**src/rtl/lsu_pkg.sv**
```systemverilog
// Shared types and constants for the sub-word load/store controller.
// The build macro LSU_MISALIGN_TRAP_EN is consumed by lsu_subword_ctrl.
package lsu_pkg;

    localparam int LSU_ADDR_W = 32;
    localparam int LSU_DATA_W = 32;

    typedef enum logic [2:0] {
        IDLE   = 3'd0,
        LOAD   = 3'd1,
        RMW_RD = 3'd2,
        RMW_WR = 3'd3,
        WRITE  = 3'd4,
        RESP   = 3'd5
    } lsu_state_t;

    localparam logic [2:0] F3_B  = 3'b000;
    localparam logic [2:0] F3_H  = 3'b001;
    localparam logic [2:0] F3_W  = 3'b010;
    localparam logic [2:0] F3_BU = 3'b100;
    localparam logic [2:0] F3_HU = 3'b101;

    // Stores only have signed-width codes; loads add the unsigned variants.
    function automatic logic f3_legal(input logic we, input logic [2:0] f3);
        logic ok;
        ok = (f3 == F3_B) || (f3 == F3_H) || (f3 == F3_W);
        if (!we) begin
            ok = ok || (f3 == F3_BU) || (f3 == F3_HU);
        end
        return ok;
    endfunction

endpackage

```
**src/rtl/lsu_lane_align.sv**
```systemverilog
// Combinational lane logic: extracts and extends load data, and merges
// byte/halfword store data into a fetched word.
module lsu_lane_align
    import lsu_pkg::*;
#(
    parameter int DATA_W = LSU_DATA_W
) (
    input  logic [DATA_W-1:0] i_word,
    input  logic [1:0]        i_off,
    input  logic [2:0]        i_funct3,
    input  logic [DATA_W-1:0] i_wdata,
    output logic [DATA_W-1:0] o_load,
    output logic [DATA_W-1:0] o_merge
);

    logic [7:0]  w_byte;
    logic [15:0] w_half;

    // Halfword lanes use only off[1]; misalignment is filtered upstream.
    assign w_byte = i_word[{i_off, 3'b000} +: 8];
    assign w_half = i_word[{i_off[1], 4'b0000} +: 16];

    always_comb begin
        o_load = '0;
        case (i_funct3)
            F3_B:    o_load = {{(DATA_W-8){w_byte[7]}}, w_byte};
            F3_BU:   o_load = {{(DATA_W-8){1'b0}}, w_byte};
            F3_H:    o_load = {{(DATA_W-16){w_half[15]}}, w_half};
            F3_HU:   o_load = {{(DATA_W-16){1'b0}}, w_half};
            F3_W:    o_load = i_word;
            default: o_load = '0;
        endcase
    end

    always_comb begin
        o_merge = i_word;
        case (i_funct3)
            F3_B:    o_merge[{i_off, 3'b000} +: 8]     = i_wdata[7:0];
            F3_H:    o_merge[{i_off[1], 4'b0000} +: 16] = i_wdata[15:0];
            default: o_merge = i_wdata;
        endcase
    end

endmodule

```
**src/rtl/lsu_subword_ctrl.sv**
```systemverilog
// RV32I load/store controller in front of a word-only DataMem; SB/SH are
// read-modify-write. Define LSU_MISALIGN_TRAP_EN to trap misaligned H/W accesses.
module lsu_subword_ctrl
    import lsu_pkg::*;
#(
    parameter int ADDR_W = LSU_ADDR_W,
    parameter int DATA_W = LSU_DATA_W
) (
    input  logic              clk,
    input  logic              rst,
    input  logic              req_valid,
    output logic              req_ready,
    input  logic              req_we,
    input  logic [2:0]        req_funct3,
    input  logic [ADDR_W-1:0] req_addr,
    input  logic [DATA_W-1:0] req_wdata,
    output logic              resp_valid,
    output logic [DATA_W-1:0] resp_rdata,
    output logic              resp_err,
    output logic              mem_we,
    output logic [ADDR_W-1:0] mem_addr,
    output logic [DATA_W-1:0] mem_wdata,
    input  logic [DATA_W-1:0] mem_rdata,
    output logic [2:0]        o_dbg_state
);

    // Handshake: a request transfers on a rising edge where req_valid && req_ready;
    // req_ready is high only in IDLE, and resp_valid pulses for one cycle in RESP.

    lsu_state_t        r_state;
    lsu_state_t        w_next;
    logic [ADDR_W-1:0] r_addr;
    logic [1:0]        r_off;
    logic [2:0]        r_funct3;
    logic [DATA_W-1:0] r_wdata;
    logic [DATA_W-1:0] r_mem_wdata;
    logic [DATA_W-1:0] r_rdata;
    logic              r_err;

    logic              w_accept;
    logic              w_misalign;
    logic              w_bad;
    logic [DATA_W-1:0] w_load;
    logic [DATA_W-1:0] w_merge;

    assign w_accept = req_valid && (r_state == IDLE);

`ifdef LSU_MISALIGN_TRAP_EN
    always_comb begin
        w_misalign = 1'b0;
        case (req_funct3)
            F3_H, F3_HU: w_misalign = (req_addr[1:0] == 2'b11);
            F3_W:        w_misalign = (req_addr[1:0] != 2'b00);
            default:     w_misalign = 1'b0;
        endcase
    end
`else
    assign w_misalign = 1'b0;
`endif

    assign w_bad = !f3_legal(req_we, req_funct3) || w_misalign;

    lsu_lane_align #(.DATA_W(DATA_W)) u_lane (
        .i_word   (mem_rdata),
        .i_off    (r_off),
        .i_funct3 (r_funct3),
        .i_wdata  (r_wdata),
        .o_load   (w_load),
        .o_merge  (w_merge)
    );

    always_ff @(posedge clk or posedge rst) begin
        if (rst) begin
            r_state <= IDLE;
        end else begin
            r_state <= w_next;
        end
    end

    always_comb begin
        w_next = r_state;
        case (r_state)
            IDLE: begin
                if (req_valid) begin
                    if (w_bad)                    w_next = RESP;
                    else if (!req_we)             w_next = LOAD;
                    else if (req_funct3 == F3_W)  w_next = WRITE;
                    else                          w_next = RMW_RD;
                end
            end
            LOAD:    w_next = RESP;
            RMW_RD:  w_next = RMW_WR;
            RMW_WR:  w_next = RESP;
            WRITE:   w_next = RESP;
            RESP:    w_next = IDLE;
            default: w_next = IDLE;
        endcase
    end

    // The merge is folded into the RMW_RD capture, so RMW_WR drives a register.
    always_ff @(posedge clk or posedge rst) begin
        if (rst) begin
            r_addr      <= '0;
            r_off       <= '0;
            r_funct3    <= '0;
            r_wdata     <= '0;
            r_mem_wdata <= '0;
            r_rdata     <= '0;
            r_err       <= 1'b0;
        end else begin
            case (r_state)
                IDLE: begin
                    if (w_accept) begin
                        r_addr      <= {req_addr[ADDR_W-1:2], 2'b00};
                        r_off       <= req_addr[1:0];
                        r_funct3    <= req_funct3;
                        r_wdata     <= req_wdata;
                        r_mem_wdata <= req_wdata;
                        if (w_bad) begin
                            r_rdata <= '0;
                            r_err   <= 1'b1;
                        end
                    end
                end
                LOAD: begin
                    r_rdata <= w_load;
                    r_err   <= 1'b0;
                end
                RMW_RD: r_mem_wdata <= w_merge;
                RMW_WR, WRITE: begin
                    r_rdata <= '0;
                    r_err   <= 1'b0;
                end
                default: ;
            endcase
        end
    end

    assign req_ready   = (r_state == IDLE);
    assign resp_valid  = (r_state == RESP);
    assign resp_rdata  = r_rdata;
    assign resp_err    = r_err;
    assign mem_we      = (r_state == WRITE) || (r_state == RMW_WR);
    assign mem_addr    = r_addr;
    assign mem_wdata   = r_mem_wdata;
    assign o_dbg_state = r_state;

endmodule

```
**config.mk**
```make
export PLATFORM = sky130hd
export DESIGN_NAME = lsu_subword_ctrl
export DESIGN_NICKNAME = d
export VERILOG_FILES = /design/src/rtl/lsu_pkg.sv /design/src/rtl/lsu_lane_align.sv /design/src/rtl/lsu_subword_ctrl.sv
export SDC_FILE = /design/constraint.sdc
export NUM_CORES = 1
export LEC_CHECK = 0
export ABC_AREA = 1
export CAP_MARGIN = 20
export CORE_ASPECT_RATIO = 0.7
export CORE_UTILIZATION = 53
export CTS_CLUSTER_SIZE = 28
export DETAILED_ROUTE_END_ITERATION = 12
export GPL_ROUTABILITY_DRIVEN = 0
export PLACE_DENSITY = 0.83
export SYNTH_ARGS = -nofsm -noshare
export SYNTH_HDL_FRONTEND = slang
export SYNTH_HIERARCHICAL = 1
export SYNTH_SLANG_ARGS = --single-unit
```
**constraint.sdc**
```tcl
create_clock -name clk -period 12.37 [get_ports clk]
set_clock_uncertainty 0.2 [all_clocks]
set_input_delay 2.474 -clock clk [delete_from_list [all_inputs] [get_ports clk]]
set_output_delay 2.474 -clock clk [all_outputs]
set_load 0.02 [all_outputs]
```
Word-level counts from Yosys, hierarchy flattened
Cells that the tools add are included.
{"block": "word_totals", "reg_bits": 135, "out_inout_bits": 103}
{"block": "op_classes", "n_shift": 6, "mux": 18, "n_eq_ne": 16, "n_reduce_logical": 18, "n_addsub": 2}
{"operator": "$pmux W32 S5", "n": 1}
{"operator": "$pmux W32 S2", "n": 2}
{"operator": "$mux W32", "n": 3}
{"operator": "$pmux W32 S3", "n": 1}
{"operator": "$bwmux W32", "n": 2}
{"operator": "$shift A16 B7 Y32 const A", "n": 1}
{"operator": "$shift A8 B7 Y32 const A", "n": 1}
{"operator": "$shiftx A16 B7 Y32", "n": 1}
{"operator": "$shiftx A32 B6 Y16", "n": 1}
{"operator": "$shiftx A32 B6 Y8", "n": 1}
{"operator": "$shiftx A8 B7 Y32", "n": 1}
{"operator": "$eq A3 B3 Y1 const B", "n": 6}
{"operator": "$neg A5 Y7", "n": 2}
{"operator": "$eq A3 B2 Y1 const B", "n": 4}
{"operator": "$mux W3", "n": 4}
{"operator": "$eq A3 B1 Y1 const B", "n": 3}
{"operator": "$logic_not A3 Y1", "n": 3}
{"operator": "$pmux W3 S3", "n": 1}
{"operator": "$reduce_and A3 Y1", "n": 2}
{"operator": "$logic_or A1 B1 Y1", "n": 5}
{"operator": "$ne A2 B2 Y1 const B", "n": 2}
{"operator": "$reduce_and A2 Y1", "n": 2}
{"operator": "$reduce_bool A2 Y1", "n": 2}
{"operator": "$mux W1", "n": 3}
{"operator": "6 further kinds", "n": 6}

Depth between registers and ports, before layout
Gate-level depths: netlist (run 1).
{"block": "logic_depth", "word_depth": 9, "ltp_mapped": 13}

Cells and area by module
Netlist (run 1), hierarchy kept.
{"mod": "lsu_subword_ctrl", "cells_each": 601, "area_per_inst_um2": 5340.1, "n_inst": 1, "seq_area_each_um2": 3378.2}
{"mod": "lsu_lane_align", "cells_each": 535, "area_per_inst_um2": 2476.1, "n_inst": 1, "seq_area_each_um2": 0.0}

Worst setup path after synthesis (run 1)
Ideal clock, no wire load.
{"block": "synth_path", "kind": "register -> output", "from": "register r_state[0], in the netlist o_dbg_state[0]", "to": "output resp_valid", "t_arrival_ns": 1.019, "path_stages_with_launch": 3, "slack_ns": 8.677, "t_required_ns": 9.696, "path_cell_list": "dfrtp_1 > nand2_1 > nor2_1"}
{"block": "synth_via", "elab_chain_len": 1}
{"item": "start: declaration", "line_no": "lsu_subword_ctrl.sv:30", "rtl": "lsu_state_t r_state;"}
{"item": "start signal: assignment", "line_no": "lsu_subword_ctrl.sv:76", "rtl": "r_state <= w_next;"}
{"item": "$eq A3 B3 Y1", "line_no": "lsu_subword_ctrl.sv:140", "rtl": "assign resp_valid = (r_state == RESP);"}
{"item": "end: declaration", "line_no": "lsu_subword_ctrl.sv:17", "rtl": "output logic resp_valid,"}
Every way passes these cells.

Worst setup path after layout (run 1)
{"block": "layout_path", "from": "input req_valid", "to": "register r_funct3[2]"}
{"block": "layout_via", "elab_chain_len": 2}
{"item": "start: declaration", "line_no": "lsu_subword_ctrl.sv:11", "rtl": "input logic req_valid,"}
{"item": "$logic_and A1 B1 Y1", "line_no": "lsu_subword_ctrl.sv:46", "rtl": "assign w_accept = req_valid && (r_state == IDLE);"}
{"item": "$reduce_and A2 Y1 (no line)"}
{"item": "end signal: assignment", "line_no": "lsu_subword_ctrl.sv:116", "rtl": "r_funct3 <= req_funct3;"}
{"item": "end: declaration", "line_no": "lsu_subword_ctrl.sv:34", "rtl": "logic [2:0] r_funct3;"}
Every way passes these cells.
A chain may end at the register's enable or synchronous reset.

==> qor.yml, run 1 <==
crit_family: "buffers and inverters"
ys_seq_area_frac: 0.432
ioPinCount: 206
cp_num_buf_inv: 4
cts_resized: 0
relSlewSlack: 0.390
endpoint: "r_funct3[2]$_DFFE_PP0P_"
via_per_inst: 5.39
drc: 0
wirelength_um: 23500
grt_pass1_vias: 7382
worstPathRequired_ns: 12.47
antenna_found_initial: 1
ant_nets: 0
final_hold_viol_count: 0
rows: 36
antenna_cells: 0
drive_gt1_frac: 0.0538
die_w_um: 147
ys_types: 29
wl_per_cell_um: 15.6
synth_warnings: 6
clock_latency_ns: 0.43
fin_total_pwr_mw: 2.76
cts_buffers: 17
core_sq_um: 14100
peakVddDrop_mv: 0.155
grt_max_degree: 85
startpoint: "req_valid"
synthCells: 1136
drv_slew: 0
grt_use_total: 0.312
end_kind: "register"
syn_area_per_cell_sq_um: 6.88
p_per_area_nw_per_um2: 267
rrSetupSlack_ns: 8.89
cts_root_buffer: "clkbuf_16"
initialDrtViolationCount: 947
cp.depth: 7
worst_pin_slew_ns: 0.916
worstHoldPathType: "reg -> reg"
nets: 1415
slowest_delay_ns: 0.70
netlist_area_sq_um: 7820
drt_pass1_iterations: 7
tritoncts: "built"
period_needed_ns: 4.66
crit_slowest_cell: "nor2_8"
clk_pin_slew_worst_paths_ns: 0.06
worstReg2RegStart: "r_off[1]$_DFFE_PP0P_"
crit_chain: "clkdlybuf4s50_1 > inv_1 > nor2_8 > inv_2 > buf_12 > nand2_1 > o21ai_0"
die_area_sq_um: 15200
die_h_um: 104
p_leak_nw: 5.29
cp-start-kind: "input port"
htreeDepth: 4
post_cts_buffers: 0
place_hpwl_um: 16300
rr_worst_depth: 10
rsz0062_at_grt: "no"
worstSetupPathType: "in -> reg"
port_buffers: 203
min_period_over_period: 0.377
hold_buffers: 0
synth-seq-cells: 135
grt-ovfl-total: 0
finalSetupViolCount: 0
worstReg2RegEnd: "mem_wdata[6]$_DFFE_PP0P_"
seqCellArea_sq_um: 3380
start_util: 0.553
cap_viol_max_count: 0
cts_sinks: 135
path_max_fanout: 67
vias: 8133
worstPathArrival_ns: 4.76
status: "finished, final reports clean"
cts_buffer_depth: 2
n_fill_cell: 1129
area_growth_pct: 32.3
fmax_ghz: 0.215
setup_tns_ns: 0
multiInputGateArea_sq_um: 3730
grt_pass1_wl_um: 37500
Yosys cell counts:
library cell	count	area share
dfrtp_1	135	0.43
clkbuf_1	2	0.00096
nor2_8	3	0.0077
nor2_4	2	0.0029
a21oi_1	35	0.022
nor2_1	49	0.024
nand3_2	1	0.0013
inv_2	9	0.0043
nand3_1	115	0.074
conb_1	1	0.00048
o21a_1	1	0.00096
o21ai_0	47	0.030
inv_1	69	0.033
o21ai_1	1	0.00064
buf_4	11	0.011
o211ai_1	5	0.0048
nor2_2	2	0.0016
o21ai_2	7	0.0078
nand2_2	3	0.0024
buf_6	17	0.024
nand2_1	582	0.28
nor3_1	1	0.00064
nand2_4	1	0.0014
nor3_2	1	0.0013
ha_1	5	0.0080
nor3_4	1	0.0021
nand3b_1	1	0.00096
buf_2	28	0.018
nand3_4	1	0.0022
stage by stage:
| step | worst slack [ns] | instance area (sq um) | hold WS, ns | utilization | instances |
|---|---|---|---|---|---|
| global route | 7.58 | 10300 | 0.289 | 0.731 | 1510 |
| global placement | 7.21 | 9700 | 0.253 | 0.686 | 1476 |
| floorplan | 6.08 | 7820 | 0.242 | - | 1137 |
| CTS | 7.74 | 10300 | 0.272 | 0.730 | 1509 |
| finish | 7.71 | 10300 | 0.269 | 0.731 | 1510 |
| detailed placement | 7.29 | 9720 | 0.258 | 0.687 | 1477 |
flip-flops by register name (all words and copies together) (netlist names):
signal / flops
r_wdata: 32
mem_addr: 30
r_funct3: 3
r_off: 2
resp_err: 1
mem_wdata: 32
o_dbg_state: 3
resp_rdata: 32
logic make-up (layout without fill, tap and decap cells):
family,Yosys count,after routing,synth area share
buffers and inverters,136,319,0.0914
flip-flops,135,135,0.432
AND/OR/NAND/NOR,763,763,0.401
adder cells (fa/ha/maj),5,5,0.00800
other,1,2,0.000480
AO/OA/AOI/OAI,96,96,0.0668
layer usage:
layer / GRT usage / vias to the layer above / share of wire
met3: 0.107 / 40 / 0.13
li1: - / 3868 / -
met4: 0.0832 / 0 / 0.013
met1: 0.451 / 3755 / 0.43
met2: 0.443 / 470 / 0.42
met5: 0 / - / 0
cell usage in the layout (no fill, tap or decap), types with 2 or more instances in the layout:
master             n
nand2_1          582
clkdlybuf4s50_1  203
dfrtp_1          134
nand3_1          115
inv_1             68
nor2_1            49
o21ai_0           47
a21oi_1           35
clkbuf_16         17
inv_2              9
o21ai_2            7
inv_6              6
o211ai_1           5
ha_1               5
buf_4              4
nand2_2            3
nor2_8             3
clkinv_4           3
nor2_4             2
nor2_2             2
conb_1             2
bufinv_16          2
buf_12             2
how the worst min path moves through the flow:
| stage | start | to | slack, ns | cells after the start |
|---|---|---|---|---|
| floorplan | r_wdata[16]$_DFFE_PP0P_ | r_wdata[16]$_DFFE_PP0P_ | 0.24 | 2 |
| global placement | mem_addr[19]$_DFFE_PP0P_ | mem_addr[19]$_DFFE_PP0P_ | 0.25 | 2 |
| detailed placement | resp_err$_DFFE_PP0P_ | resp_err$_DFFE_PP0P_ | 0.26 | 2 |
| CTS | resp_err$_DFFE_PP0P_ | resp_err$_DFFE_PP0P_ | 0.27 | 2 |
| global route | resp_err$_DFFE_PP0P_ | resp_err$_DFFE_PP0P_ | 0.29 | 2 |
| finish | resp_rdata[11]$_DFFE_PP0P_ | resp_rdata[11]$_DFFE_PP0P_ | 0.27 | 2 |
worst min-delay path, stage by stage (launching register included):
cell,delay (ns)
dfrtp_1,0.34
nand2_1,0.05
nand2_1,0.04
power by group:
group	switching (mW)	internal, mW
clock	0.209	0.308
combinational	0.911	0.545
sequential	0.159	0.629
layout make-up:
cell class	instances	area share
clock buffers	18	0.0425
flip-flops and latches	135	0.327
repair buffers	209	0.203
multi-input cells	866	0.360
inverters	78	0.0285
clock inverters	14	0.0157
well taps	190	0.0230
(Power assumes the default switching activity.)
==> inputs of run 2 (changes only) <==
- CORE_UTILIZATION: 53 -> 50
- PLACE_DENSITY: 0.83 -> 0.79
- clock period: 12.37 -> 4.4 ns (I/O delays scaled with it)
==> run 2 against run 1 <==
Clock power grew to 2.9 times the previous value. Worst setup slack lost 6.3 ns. Critical path type is now reg -> out. Sequential share of layout area shrank 0.19 points. Largest cell class unchanged.
==> qor.yml, run 2 (synthesis results as in run 1) <==
drc: 0  # unchanged
worstPathRequired_ns: 3.32  # -9.15 ns
start_util: 0.521  # -0.0315
p_per_area_nw_per_um2: 750  # +180%
die_h_um: 107  # +2.9%
port_buffers: 203  # unchanged
final_cell_mix: "582 x nand2_1, 203 x clkdlybuf4s50_1, 134 x dfrtp_1, 115 x nand3_1, 68 x inv_1"
grt_pass1_wl_um: 37300  # -0.63%
drt_pass1_iterations: 5  # -2
intPower_mw: 4.22  # +190%
cts_buffers: 17  # unchanged
drv_slew: 0  # unchanged
final_hold_viol_count: 0  # unchanged
finalSetupViolCount: 0  # unchanged
antenna_cells: 0  # unchanged
status: "finished, final reports clean"
setup_tns_ns: 0  # unchanged
path_max_fanout: 6  # -91%
combPwrFrac: 0.522  # -0.005
timing.hold.ws_ns: 0.269  # -0.000157 ns
fmax_ghz: 0.337
cts_resized: 0  # unchanged
end_kind: "output port"
cts_buffer_depth: 2  # unchanged
switchingPower_mw: 3.58  # +180%
rows: 37  # +2.8%
via_per_inst: 5.32  # -1.2%
wl_met3_um: 2690  # -14%
antenna_found_initial: 0  # -1
ioPinCount: 206  # unchanged
power_frac_seq: 0.283  # -0.002
grt_use_total: 0.298  # -0.0142
vias: 8087  # -0.57%
ant_nets: 0  # unchanged
peakVddDrop_mv: 0.389  # +150%
tritoncts: "built"
crit_chain: "inv_2 > nand2_1 > nor2_2 > clkdlybuf4s50_1"
initialDrtViolationCount: 828  # -13%
worst_pin_slew_ns: 0.834  # -0.0819 ns
slowest_delay_ns: 0.63  # -0.07 ns
wl_met1_um: 10300  # +0.95%
cts_sinks: 135  # unchanged
die_area_sq_um: 16100  # +5.9%
grt-ovfl-total: 0  # unchanged
crit_slowest_cell: "clkdlybuf4s50_1"
place_hpwl_um: 16400  # +0.83%
drive_gt1_frac: 0.0566  # +0.00286
p_leak_nw: 5.31  # +0.34%
cp-start-kind: "register"
nets: 1419  # +0.28%
dr.max_layer_used: "met4"
area_growth_pct: 33.1
die_w_um: 151  # +2.9%
worstPathArrival_ns: 1.89  # -2.87 ns
wirelength_um: 23400  # -0.71%
wl_met2_um: 10200  # +2.5%
period_needed_ns: 2.97
layout_commonest_cell: "nand2_1"
grt_max_degree: 81  # -4.7%
cap_viol_max_count: 0  # unchanged
min_period_over_period: 0.675
rsz0062_at_grt: "no"
p_sw_frac: 0.459  # -0.00478
htreeDepth: 4  # unchanged
core_sq_um: 15000  # +6.1%
worstHoldPathType: "reg -> reg"
cts_root_buffer: "clkbuf_16"
clock_latency_ns: 0.42  # about the same
wl_per_cell_um: 15.4  # -1.3%
grt_pass1_vias: 7542  # +2.2%
hold_buffers: 0  # unchanged
post_cts_buffers: 0  # unchanged
clk_pin_slew_worst_paths_ns: 0.06  # about the same
worstSetupPathType: "reg -> out"
clkPwrFrac: 0.195  # +0.008
relSlewSlack: 0.443  # +0.0532
-- run 2: worst paths after layout --
| path | slack, ns | start | cells after the start | to |
|---|---|---|---|---|
| worst min register to register | 0.27 | mem_addr[28]$_DFFE_PP0P_ | 2 | mem_addr[28]$_DFFE_PP0P_ |
| worst max register to register | 1.56 | r_off[0]$_DFFE_PP0P_ | 8 | mem_wdata[12]$_DFFE_PP0P_ |
| min in group asynchronous | 0.69 | rst | 2 | mem_wdata[14]$_DFFE_PP0P_ |
| worst max-delay path | 1.43 | o_dbg_state[1]$_DFFE_PP0P_ | 4 | req_ready |
| max in group asynchronous | 2.55 | rst | 3 | resp_rdata[30]$_DFFE_PP0P_ |
| worst min-delay path | 0.27 | mem_addr[28]$_DFFE_PP0P_ | 2 | mem_addr[28]$_DFFE_PP0P_ |
-- run 2: critical path, delay by kind of cell (launching register included) --
| kind | cells | cell delay (ns) |
|---|---|---|
| buffers and inverters | 2 | 0.76 |
| flip-flops | 1 | 0.47 |
| AND/OR/NAND/NOR | 2 | 0.23 |
-- run 2: layout make-up --
type	instances	area [sq um]
sequential	135	3380
clock buffer	18	439
multi-input combinational	866	3730
tap	195	244
clock inverter	14	185
timing repair buffer	213	2130
inverter	78	297
fill	1267	4600
-- run 2: per-layer routing --
metal	up-vias	GRT usage
met5	-	0
met4	0	0.0714
met3	31	0.0762
met2	418	0.443
met1	3754	0.433
li1	3884	-
-- run 2: stage by stage --
step	instance area [sq um]	utilization	worst slack [ns]	std cells	power, mW
final	10400	0.694	1.43	1519	7.80
after global routing	10400	0.694	1.33	1519	8.38
after global placement	9760	0.651	1.40	1486	6.12
after CTS	10400	0.692	1.41	1518	7.76
after detailed placement	9760	0.651	1.34	1486	6.21
after floorplan	7820	-	1.64	1137	4.97
-- run 2: power groups by stage --
stage	combinational, mW	sequential (mW)	clock (mW)
3_3_place_gp	3.91	2.21	0
3_5_place_dp	4.00	2.21	0
6_report	4.07	2.21	1.52
2_1_floorplan	2.43	2.54	0
5_1_grt	4.52	2.27	1.59
4_1_cts	4.03	2.20	1.53
==> inputs of run 3 (changes only) <==
- CORE_UTILIZATION: 50 -> 45
- PLACE_DENSITY: 0.79 -> 0.75
- clock period: 4.4 -> 2.7 ns (I/O delays scaled with it)
==> run 3 against run 2 <==
Wire length increased by 2.8%. Critical path depth unchanged. Worst setup slack worse by 1.3 ns. Combinational power up 65%. First-iteration DRC count is 20% lower. Global-route usage is 2.1 points lower. Sequential cell count unchanged. Clock power up 43%. Largest power group unchanged. Via count is 1.9% lower. Cell count is 2.4% higher. Critical path type unchanged. Non-clock buffer count rose by 7. Worst hold slack worse by 0.0025 ns.
==> qor.yml, run 3 (synthesis results as in run 1) <==
cp-start-kind: "register"
worstReg2RegStart: "r_off[0]$_DFFE_PP0P_"
wl_per_cell_um: 15.4  # +0.32%
drt_pass1_iterations: 6  # +1
grt_max_degree: 81  # unchanged
rows: 39  # +5.4%
setup_ws_ns: 0.0947  # -1.34 ns
drive_gt1_frac: 0.0601  # +0.00346
rr_worst_depth: 9  # +1
grt-ovfl-total: 0  # unchanged
fmax_ghz: 0.384
combPwrFrac: 0.538  # +0.016
cts_sinks: 135  # unchanged
area_growth_pct: 34.0
cts_root_buffer: "clkbuf_16"
status: "finished, final reports clean"
peakVddDrop_mv: 0.670  # +72%
rrSetupSlack_ns: 0.30  # -1.26 ns
hp-start: "mem_addr[18]$_DFFE_PP0P_"
hold_buffers: 0  # unchanged
initialDrtViolationCount: 662  # -20%
power_frac_seq: 0.287  # +0.004
wirelength_um: 24000  # +2.8%
ant_nets: 0  # unchanged
port_buffers: 203  # unchanged
place_hpwl_um: 17000  # +3.8%
worstReg2RegEnd: "mem_wdata[5]$_DFFE_PP0P_"
final_util: 0.629  # -0.0643
cap_viol_max_count: 0  # unchanged
layout_commonest_cell: "nand2_1"
clkPwrFrac: 0.174  # -0.021
p_leak_nw: 5.35  # +0.73%
grt_use_total: 0.277  # -0.0209
setup_tns_ns: 0  # unchanged
grt_pass1_wl_um: 39100  # +4.8%
drv_slew: 0  # unchanged
p_per_area_nw_per_um2: 1190  # +59%
drc: 0  # unchanged
end_kind: "output port"
post-place-ws_ns: 0.365  # -0.979 ns
vias: 7932  # -1.9%
cts_buffer_depth: 2  # unchanged
final_hold_viol_count: 0  # unchanged
worstPathArrival_ns: 1.87  # -0.02 ns
holdPathStages: 2  # unchanged
start_util: 0.470  # -0.0514
via_per_inst: 5.10  # -4.2%
worstHoldPathType: "reg -> reg"
relSlewSlack: 0.450  # +0.00732
core_sq_um: 16600  # +11%
cts_buffers: 17  # unchanged
die_area_sq_um: 17900  # +11%
rsz0062_at_grt: "no"
die_h_um: 112  # +5.3%
worstPathRequired_ns: 1.96  # -1.36 ns
startpoint: "o_dbg_state[0]$_DFFE_PP0P_"
finalSetupViolCount: 0  # unchanged
switchingPower_mw: 5.75  # +61%
period_needed_ns: 2.61
min_period_over_period: 0.965
p_sw_frac: 0.460  # +0.00177
final_cell_mix: "582 x nand2_1, 202 x clkdlybuf4s50_1, 134 x dfrtp_1, 115 x nand3_1, 68 x inv_1"
ioPinCount: 206  # unchanged
antenna_found_initial: 0  # unchanged
antenna_cells: 0  # unchanged
clk_pin_slew_worst_paths_ns: 0.06  # about the same
htreeDepth: 4  # unchanged
worstSetupPathType: "reg -> out"
intPower_mw: 6.74  # +60%
tritoncts: "built"
grt_pass1_vias: 7593  # +0.68%
worst_pin_slew_ns: 0.823  # -0.0109 ns
die_w_um: 160  # +5.3%
path_max_fanout: 7  # +1
holdPathEnd: "mem_addr[18]$_DFFE_PP0P_"
clock_latency_ns: 0.42  # about the same
nets: 1426  # +0.49%
==> run 3: area by class of cell <==
| class | count | area, sq um |
|---|---|---|
| clock inverters | 12 | 103 |
| well taps | 225 | 282 |
| flip-flops and latches | 135 | 3380 |
| inverters | 78 | 297 |
| multi-input cells | 866 | 3730 |
| repair buffers | 220 | 2240 |
| fillers | 1538 | 6170 |
| clock buffers | 20 | 447 |
==> run 3: repair_timing <==
action	in CTS	in global routing
setup buffers	0	0
gates resized for setup	0	1
setup endpoints to repair	0	1
==> run 3: critical path, stage by stage (launching register included) <==
cell	delay [ns]
dfrtp_1	0.49
nor2_4	0.19
nand2_1	0.06
nand2_1	0.09
clkdlybuf4s50_1	0.61
==> run 3: worst max-delay path by stage <==
stage,cells past startpoint,end,slack [ns]
2_1_floorplan,1,mem_addr[10]$_DFFE_PP0P_,0.28
3_3_place_gp,9,resp_rdata[26]$_DFFE_PP0P_,0.40
3_5_place_dp,6,mem_wdata[9]$_DFFE_PP0P_,0.37
4_1_cts,4,req_ready,0.05
5_1_grt,4,mem_we,0.02
6_report,4,mem_we,0.09
==> run 3: metrics by stage <==
step,hold WS (ns),power (mW),instances,instance area (sq um)
floorplan,0.242,8.10,1137,7820
global placement,0.253,10.1,1524,9920
detailed placement,0.257,10.2,1524,9920
CTS,0.272,12.5,1556,10500
global route,0.291,13.4,1556,10500
finish,0.267,12.5,1556,10500
==> run 3: power by group through the flow <==
stage,registers [mW],logic (mW),clock network (mW)
floorplan,4.14,3.96,0
global placement,3.58,6.52,0
detailed placement,3.59,6.64,0
CTS,3.58,6.68,2.22
global route,3.69,7.45,2.30
finish,3.59,6.72,2.18
==> run 3: layer usage <==
| metal | global-route usage | share of wire | up-vias |
|---|---|---|---|
| met5 | 0 | 0 | - |
| met4 | 0.0737 | 0.010 | 0 |
| met3 | 0.0606 | 0.097 | 20 |
| met2 | 0.404 | 0.42 | 386 |
| met1 | 0.413 | 0.47 | 3629 |
| li1 | - | - | 3897 |
